==> config.mk <==
export PLATFORM = sky130hd
export DESIGN_NAME = acc_window_sampler
export DESIGN_NICKNAME = d
export VERILOG_FILES = /design/src/rtl/acc_window_sampler.sv
export SDC_FILE = /design/constraint.sdc
export NUM_CORES = 1
export LEC_CHECK = 0
export ABC_AREA = 1
export ABC_CLOCK_PERIOD_IN_PS = 1560
export CAP_MARGIN = 20
export CORE_ASPECT_RATIO = 0.7
export CORE_MARGIN = 2
export CORE_UTILIZATION = 40
export DETAILED_ROUTE_END_ITERATION = 16
export HOLD_SLACK_MARGIN = 0.06
export PLACE_DENSITY = 0.9
export REMOVE_ABC_BUFFERS = 1
export SYNTH_ARGS = -nofsm -noshare
export SYNTH_HDL_FRONTEND = slang
export SYNTH_SLANG_ARGS = --single-unit
==> constraint.sdc <==
create_clock -name iClk -period 1.56 [get_ports iClk]
set_input_delay 0.156 -clock iClk [delete_from_list [all_inputs] [get_ports iClk]]
set_output_delay 0.156 -clock iClk [all_outputs]
set_load 0.02 [all_outputs]
==> src/rtl/acc_window_sampler.sv <==
// Window controller for a downstream accumulator: clears, accumulates over 2^WINLOG2 cycles,
// and presents each window mean through a valid/ready register. Define ACC_WINDOW_ROUND_EN for round-half-up.
module acc_window_sampler #(
  parameter int BITWIDTH = 32,
  parameter int WINLOG2  = 4
) (
  input  logic                iClk,
  input  logic                iRstN,
  input  logic                iStart,
  input  logic                iStop,
  input  logic [BITWIDTH:0]   iAccData,
  output logic                oAccEn,
  output logic                oAccClr,
  output logic [BITWIDTH:0]   oData,
  output logic                oValid,
  input  logic                iReady,
  output logic                oBusy,
  output logic                oOverrun
);

  typedef enum logic [1:0] {
    ST_IDLE   = 2'd0,
    ST_CLEAR  = 2'd1,
    ST_ACC    = 2'd2,
    ST_SAMPLE = 2'd3
  } state_t;

  localparam logic [WINLOG2-1:0] CNT_LAST = '1;
  localparam logic [WINLOG2-1:0] CNT_ONE  = WINLOG2'(1);

  state_t              state_r;
  logic [WINLOG2-1:0]  win_cnt_r;
  logic                stop_pend_r;
  logic [BITWIDTH:0]   data_r;
  logic                valid_r;
  logic                overrun_r;

  logic [BITWIDTH:0]   mean_s;
  logic                capture_s;
  logic                start_ok_s;

`ifdef ACC_WINDOW_ROUND_EN
  localparam logic [BITWIDTH+1:0] HALF_LSB = (BITWIDTH+2)'(1) << (WINLOG2 - 1);
  logic [BITWIDTH+1:0] round_sum_s;
`endif

  // Mean of the completed window plus capture/start qualifiers
  always_comb begin
`ifdef ACC_WINDOW_ROUND_EN
    round_sum_s = ({1'b0, iAccData} + HALF_LSB) >> WINLOG2;
    mean_s      = round_sum_s[BITWIDTH:0];
`else
    mean_s      = iAccData >> WINLOG2;
`endif
    capture_s  = (state_r == ST_SAMPLE);
    start_ok_s = (state_r == ST_IDLE) && iStart && !iStop;
  end

  // Window sequencing FSM; a stop is only honoured at the end of a full window
  always_ff @(posedge iClk or negedge iRstN) begin
    if (!iRstN) begin
      state_r     <= ST_IDLE;
      win_cnt_r   <= '0;
      stop_pend_r <= 1'b0;
    end else begin
      case (state_r)
        ST_IDLE: begin
          stop_pend_r <= 1'b0;
          if (start_ok_s) begin
            state_r <= ST_CLEAR;
          end else begin
            state_r <= ST_IDLE;
          end
        end
        ST_CLEAR: begin
          win_cnt_r <= '0;
          state_r   <= ST_ACC;
          if (iStop) stop_pend_r <= 1'b1;
        end
        ST_ACC: begin
          win_cnt_r <= win_cnt_r + CNT_ONE;
          if (iStop) stop_pend_r <= 1'b1;
          if (win_cnt_r == CNT_LAST) begin
            state_r <= ST_SAMPLE;
          end else begin
            state_r <= ST_ACC;
          end
        end
        ST_SAMPLE: begin
          win_cnt_r <= '0;
          if (stop_pend_r || iStop) begin
            state_r     <= ST_IDLE;
            stop_pend_r <= 1'b0;
          end else begin
            state_r <= ST_ACC;
          end
        end
        default: begin
          state_r     <= ST_IDLE;
          win_cnt_r   <= '0;
          stop_pend_r <= 1'b0;
        end
      endcase
    end
  end

  // Result register with valid/ready handshake and sticky overrun
  always_ff @(posedge iClk or negedge iRstN) begin
    if (!iRstN) begin
      data_r    <= '0;
      valid_r   <= 1'b0;
      overrun_r <= 1'b0;
    end else begin
      if (capture_s) begin
        data_r  <= mean_s;
        valid_r <= 1'b1;
        if (valid_r && !iReady) overrun_r <= 1'b1;
      end else if (valid_r && iReady) begin
        valid_r <= 1'b0;
      end else begin
        valid_r <= valid_r;
      end
      if (start_ok_s) overrun_r <= 1'b0;
    end
  end

  assign oAccEn   = (state_r == ST_ACC);
  assign oAccClr  = (state_r == ST_CLEAR) || (state_r == ST_SAMPLE);
  assign oBusy    = (state_r != ST_IDLE);
  assign oData    = data_r;
  assign oValid   = valid_r;
  assign oOverrun = overrun_r;

endmodule
After elaboration in Yosys (flattened, before gate mapping)
Index checks and enable logic that the tools add are counted.

Reduce and logical (&&, ||, !) cells: 18. Multiplexer cells: 13. Eq/ne operators: 6. Add/subtract/negate cells: 1.

Operator list (number): nonzero test 2 bit (5); 2-to-1 mux 1 bit (9); case mux 2 bit (4 select lines) (1); case mux 4 bit (2 select lines) (1); adder 4 x 1 -> 4 bit (second input constant) (1); equality test 2 bit (second input constant) (2); equality test 4 bit (second input constant) (1); logical AND 1 bit (4); != test 2 x 1 -> 1 bit (second input constant) (2); AND reduction 2 bit (2); OR reduction 2 bit (2); case mux 1 bit (3 select lines) (1); equality test 2 x 1 -> 1 bit (second input constant) (1); zero test 1 bit (2); zero test 2 bit (1); logical OR 1 bit (2); 2-to-1 mux 2 bit (1).

Input bits: 38. Logic and storage cells: 44. Bits in registers: 38. Output and inout bits: 38.

Depth between registers and ports, before layout
Gate-level depths: netlist (run 1).

Depth in word-level cells: 5. Depth in mapped cells: 6. Mapped depth without buffers: 6.

Worst setup path after synthesis (run 1)
No wires, ideal clock.

Kind: register -> register. Start: register state_r[0]. End: register win_cnt_r[2]. Period minus slack after synthesis: 1245 ps. Setup slack: 315 ps. Buffers on the path: 0. Cell stages (with the launch flop): 7. Data required time: 1440 ps. Data arrival time: 1125 ps. Library setup time: 120 ps. Cell sequence: dfrtp_1 > inv_1 > ha_1 > inv_1 > nand3_1 > nand2_1 > nor2_2.

Word-level cells in the longest chain between the ends: 3. Elaborated cells between the ends (all ways): 6. Those cells by class: 3 x eq/ne; 1 x mux; 2 x reduce/logical.

RTL lines: start, declared (line 31) `state_t state_r;`; start signal, assigned (line 62) `state_r <= ST_IDLE;`; start signal, assigned (line 70) `state_r <= ST_CLEAR;`; start signal, assigned (line 72) `state_r <= ST_IDLE;`; equality test 2 bit or equality test 2 x 1 -> 1 bit (tied branches) (line 66) `case (state_r)`; OR reduction 2 bit (no source line); case mux 4 bit (2 select lines) or nonzero test 2 bit (tied branches); end signal, assigned (line 81) `win_cnt_r <= win_cnt_r + CNT_ONE;`; end, declared (line 32) `logic [WINLOG2-1:0] win_cnt_r;`.

Several ways; a longest one is shown, not always the timed one. A chain may end at the register's enable or synchronous reset.

Worst setup path after layout (run 1)
Start: register state_r[0]. End: output oBusy.

Word-level cells in the longest chain between the ends: 1.

RTL lines: nonzero test 2 bit (line 129) `assign oBusy = (state_r != ST_IDLE);`; end, declared (line 17) `output logic oBusy,`.

Every way passes these cells.

==> qor.yml, run 1 <==
clocking:
  cts-htree-levels: 2
  tritoncts: "done"
  clk_path_buf_depth: 2
  numClockSinks: 38
  cts_setup_buffers: 0
  clock_latency_ns: 0.27
  cts-root-buf: "clkbuf_8"
  numCtsBuffers: 5
  clkTransAtPathRegs_ns: 0.07
cells_and_area:
  fillers: 332
  final_common_cell: "nand2_1"
  utilization_pct: 62.61
  finalNetCount: 303
  drive_above_1_share_pct: 8.846
  diodes: 0
  final_cell_mix: "98 x nand2_1, 63 x clkdlybuf4s50_1, 38 x dfrtp_1"
  design_area_um2: 2441
  area_growth_pct: 51.83
flow_run:
  maxCapViolCount: 0
worst_setup_path:
  cpMostUsedCell: "inv_1"
  critPathLaunchType: "register"
  cp_cell_sequence: "inv_1 > ha_1 > inv_1 > clkdlybuf4s15_1"
  end_kind: "output pin"
  cp.arrival_ns: 1.32
  critPathKind: "reg2out"
  cp_data_required_time_ns: 1.40
  worstPathMaxFanout: 4
  critPathSlowestCell: "dfrtp_1"
  crit_buf_inv: 3
  slowest_delay_ns: 0.37
  cp_top_family: "buffers and inverters"
sta:
  setup_ws_ns: 0.08044
  fin_setup_tns_ns: 0
  min_period_ns: 1.480
  setup_viol: 0
  layout_worst_path_cycle_share_pct: 94.84
  slew_viol_final: 0
  hold_viol: 0
  clock.fmax_mhz: 675.9
  fin_skew_ns: 0.004721
  rsz0062_at_grt: "false"
routing:
  wl_met3_um: 280
  met1_length_um: 1630
  vias: 1364
  top_layer: "met4"
  routedWlPerCell_um: 11.32
  drtPass1Iterations: 4
  antenna_left: 0
  met2WireLength_um: 1615
  drt_wl_total_um: 3533
  first_iter_violations: 58
  via_per_inst: 4.372
  drc: 0
floorplanning:
  die_w_um: 79.78
  rows: 19
  core_area_um2: 3899
  initial_core_util_pct: 41.24
  io_pins: 76
  die_area_um2: 4551
  die_h_um: 57.05
grt:
  grt_util_all_layers_pct: 17.11
  grt_pass1_vias: 1439
  grt_antenna_before_repair: 0
  grt_pass1_wl_um: 6120
  overflow: 0
  grt_max_degree: 33
synthesis:
  ys_ff_latch: 38
  syn_inst: 183
  ys_seq_area_share_pct: 59.14
  synth_cell_types: 17
  syn_area_per_cell_um2: 8.786
  synth_area_um2: 1608
  yosys_warnings: 0
pwr:
  power.density_nw_per_um2: 1908
  power.total_uw: 4658
  ir_worst_vdd_mv: 1.027
  leakagePower_uw: 0.001227
place:
  dpl_worst_slack_ns: -0.01032
  gp_congestion: 0.7560
  port_buffers: 67
  dpl.hpwl_um: 2690
  post_dp_cell_area_um2: 2346
worst_hold_path:
  hold_class: "in2async"
outcome:
  status: "complete, no violations"
cells by family (layout without fill, tap and decap cells):
| kind of cell | Yosys count | after routing | share of synthesized area (%) |
|---|---|---|---|
| adders and majority gates | 6 | 6 | 4.669 |
| and+or+nand+nor | 111 | 111 | 27.08 |
| other | 1 | 4 | 0.2332 |
| AOI/OAI and AO/OA | 7 | 7 | 2.335 |
| DFF | 38 | 38 | 59.14 |
| buffers and inverters | 20 | 94 | 6.537 |
stage by stage:
stage / cells / hold slack, ns
floorplan: 175 / -0.1396
global placement: 303 / 0.1272
detailed placement: 303 / 0.1346
CTS: 312 / 0.3735
global route: 312 / 0.3960
finish: 312 / 0.3619
Yosys cell counts:
| cell | count | area (um2) |
|---|---|---|
| nand2_1 | 98 | 367.9 |
| dfrtp_1 | 38 | 950.9 |
| inv_1 | 9 | 33.78 |
| buf_2 | 6 | 30.03 |
| ha_1 | 6 | 75.07 |
| nor2_1 | 5 | 18.77 |
| a21oi_1 | 4 | 20.02 |
| buf_4 | 4 | 30.03 |
| nand3_1 | 3 | 15.01 |
| nor2_2 | 2 | 12.51 |
| o21ai_0 | 2 | 10.01 |
| a22oi_1 | 1 | 7.510 |
| buf_6 | 1 | 11.26 |
| conb_1 | 1 | 3.750 |
| nand2_2 | 1 | 6.260 |
| nand4_1 | 1 | 6.260 |
| or2_4 | 1 | 8.760 |
power breakdown:
part           leakage, uW  internal (uW)  switching (uW)
logic             0.000715           1090            1190
registers         0.000464           1450             264
clock network    0.0000482            356             308
total              0.00123           2900            1760
timing repair:
| item | 4_1_cts | 5_1_grt |
|---|---|---|
| setup endpoints to repair | 3 | 20 |
| endpoints found under the hold margin | 20 | 0 |
| resized for setup | 6 | 4 |
| hold buffers | 1 | 0 |
| gates cloned | 0 | 0 |
routing by layer:
metal,GRT usage (%),up-vias
met5,0,-
met4,3.874,0
met3,5.854,2
met2,28.93,49
met1,21.56,621
li1,-,692
layout make-up:
class	count	area (um2)	area share (%)
sequential	38	950.9	38.95
timing repair buffer	77	737.0	30.19
multi-input combinational	128	563.0	23.07
clock buffer	7	86.33	3.537
tap	52	65.06	2.665
inverter	9	33.78	1.384
clock inverter	1	5.005	0.2050
path summary, 6_finish.rpt:
| path | from | end | slack [ns] | cells after the start |
|---|---|---|---|---|
| setup / recovery | state_r[0] | oBusy | 0.08 | 4 |
| hold / removal | iRstN | oData[11] | 0.36 | 2 |
| setup reg to reg | state_r[1] | oData[17] | 0.19 | 6 |
| hold reg to reg | oData[19] | oData[19] | 0.47 | 2 |
| max in group asynchronous | iRstN | oData[26] | 0.56 | 3 |
| min in group iClk | iAccData[11] | oData[7] | 0.41 | 3 |
worst register-to-register path: stages (launching register included):
cell     delay (ns)
dfrtp_1        0.38
ha_1           0.21
buf_6          0.25
inv_1          0.09
buf_4          0.20
nand2_1        0.07
nand2_1        0.05
state kept, by name, indices dropped and copies added (netlist names):
signal	flops
oData	29
win_cnt_r	4
state_r	2
oOverrun	1
oValid	1
stop_pend_r	1
No activity file was read; power rests on OpenSTA's default activity.
==> run 2: changes to the inputs <==
--- a/config.mk
+++ b/config.mk
@@ -12,7 +12,6 @@
 export CORE_MARGIN = 2
 export CORE_UTILIZATION = 40
 export DETAILED_ROUTE_END_ITERATION = 16
-export HOLD_SLACK_MARGIN = 0.06
 export PLACE_DENSITY = 0.9
 export REMOVE_ABC_BUFFERS = 1
 export SYNTH_ARGS = -nofsm -noshare
==> results of run 2 <==
The final DEF is identical to that of run 1; final timing and power are the same.
==> run 3: changes to the inputs <==
==> constraint.sdc (replaced) <==
create_clock -name iClk -period 1.56 [get_ports iClk]
set_input_delay 0.156 -clock iClk [delete_from_list [all_inputs] [get_ports iClk]]
set_output_delay 0.156 -clock iClk [all_outputs]
set_load 0.005 [all_outputs]
==> run 3 against run 2 <==
Flip-flop and latch count is the same. Total power fell by 7.6%. Worst setup slack got worse by 0.031 ns. Clock power grew 3%. Sequential power hardly changed. Via count increased by 2.9%.
==> qor.yml, run 3 (synthesized netlist as in run 1, its figures left out) <==
routing:
  drc: 0
  routedWlPerCell_um: 12.03
  via_per_inst: 4.454
  antenna_left: 0
  drt_wl_total_um: 3788
  first_iter_violations: 49
  vias: 1403
  drtPass1Iterations: 4
cells_and_area:
  final_common_cell: "nand2_1"
  regArea_um2: 950.9
  fin_cells: 315
  multi_input_area_um2: 593.1
  drive_above_1_share_pct: 11.79
  fillers: 331
  diodes: 0
  largest_reg_flops: 29
  final_cell_mix: "98 x nand2_1, 63 x clkdlybuf4s50_1, 38 x dfrtp_1"
  finalNetCount: 306
  area_growth_pct: 56.81
clocking:
  clock_latency_ns: 0.28
  clkTransAtPathRegs_ns: 0.07
  tritoncts: "done"
  cts-htree-levels: 2
  clk_path_buf_depth: 2
  numClockSinks: 38
  cts-root-buf: "clkbuf_8"
  numCtsBuffers: 5
grt:
  grt.met1_usage_pct: 22.91
  top_usage_layer: "met2"
  grt_max_degree: 33
  grt_pass1_vias: 1382
  grt_pass1_wl_um: 6272
  grt_util_met3_pct: 6.804
  overflow: 0
  grt_antenna_before_repair: 0
  grt_util_all_layers_pct: 18.02
  use_met2_pct: 29.65
outcome:
  status: "complete, no violations"
floorplanning:
  die_h_um: 57.05
  rows: 19
  die_w_um: 79.78
  die_area_um2: 4551
  io_pins: 76
  core_area_um2: 3899
  initial_core_util_pct: 41.24
worst_setup_path:
  cp.arrival_ns: 1.35
  critPathKind: "reg2out"
  end_kind: "output pin"
  worstPathMaxFanout: 3
  critPathLaunchType: "register"
  cp_data_required_time_ns: 1.40
flow_run:
  maxCapViolCount: 0
sta:
  fin_skew_ns: 0.004593
  min_period_ns: 1.511
  hold_ws_ns: 0.3386
  layout_worst_path_cycle_share_pct: 96.85
  slew_viol_final: 0
  setup_viol: 0
  hold_viol: 0
  clock.fmax_mhz: 661.9
place:
  dpl.hpwl_um: 2717
  dp.cells: 301
  port_buffers: 67
  gp_congestion: 0.7966
pwr:
  leakagePower_uw: 0.001257
  power.density_nw_per_um2: 1706
  ir_worst_vdd_mv: 0.9386
  power.total_uw: 4301
worst_hold_path:
  hold_class: "in2async"
## run 3: cell types whose count changed in the layout (fill, tap and decap cells not counted), sizes merged
cell,before,now
buf,11,14
clkbuf,8,7
clkdlybuf4s15,1,0
dlygate4sd2,0,1
dlymetal6s2s,0,1
## run 3: per-stage QoR
stage          TNS (ns)  util, %  setup slack, ns  cell area [um2]
5_1_grt        -0.01584    64.67         -0.01584             2521
4_1_cts         -0.1466    63.25         -0.07374             2466
6_report              0    64.67          0.04916             2521
3_5_place_dp          0    59.79          0.08637             2331
2_1_floorplan    -7.974        -          -0.2684             1548
3_3_place_gp          0    59.79           0.1167             2331
## run 3: power by group
group          internal, uW  total [uW]  switching [uW]
clock network           356         684             328
logic                  1150        1890             744
registers              1450        1730             273
total                  2960        4300            1340
## run 3: area by class of cell
class                   instances  share of cell area, %
clock buffers                   7                  3.424
flip-flops and latches         38                  37.72
repair buffers                 80                  31.22
inverters                       9                  1.340
well taps                      52                  2.581
multi-input cells             128                  23.52
clock inverters                 1                 0.1985
## run 3: per-layer routing
layer,wire length (um),vias up
met4,34,0
met5,0,-
met2,1768,47
met3,309,5
met1,1675,651
li1,-,700
## run 3: worst paths after layout
check / startpoint / to / slack [ns] / cells after the start
worst min register to register: oData[4] / oData[4] / 0.47 / 2
worst max register to register: state_r[1] / oData[20] / 0.14 / 7
min in group iClk: iAccData[31] / oData[27] / 0.40 / 3
worst max-delay path: state_r[1] / oAccClr / 0.05 / 4
max in group asynchronous: iRstN / oData[15] / 0.61 / 3
worst min-delay path: iRstN / oData[11] / 0.34 / 2
## run 3: worst max-delay path, cell delays in order, from the launching register on
cell,delay (ns)
dfrtp_1,0.41
buf_6,0.13
ha_2,0.17
or2_4,0.25
buf_6,0.12
## run 3: repair_timing
item | in CTS | in global routing
buffers inserted | 4 | 1
hold buffers | 1 | 0
setup endpoints to repair | 3 | 31
endpoints found under the hold margin | 19 | 0
gates resized for setup | 7 | 12
pin swaps | 0 | 1
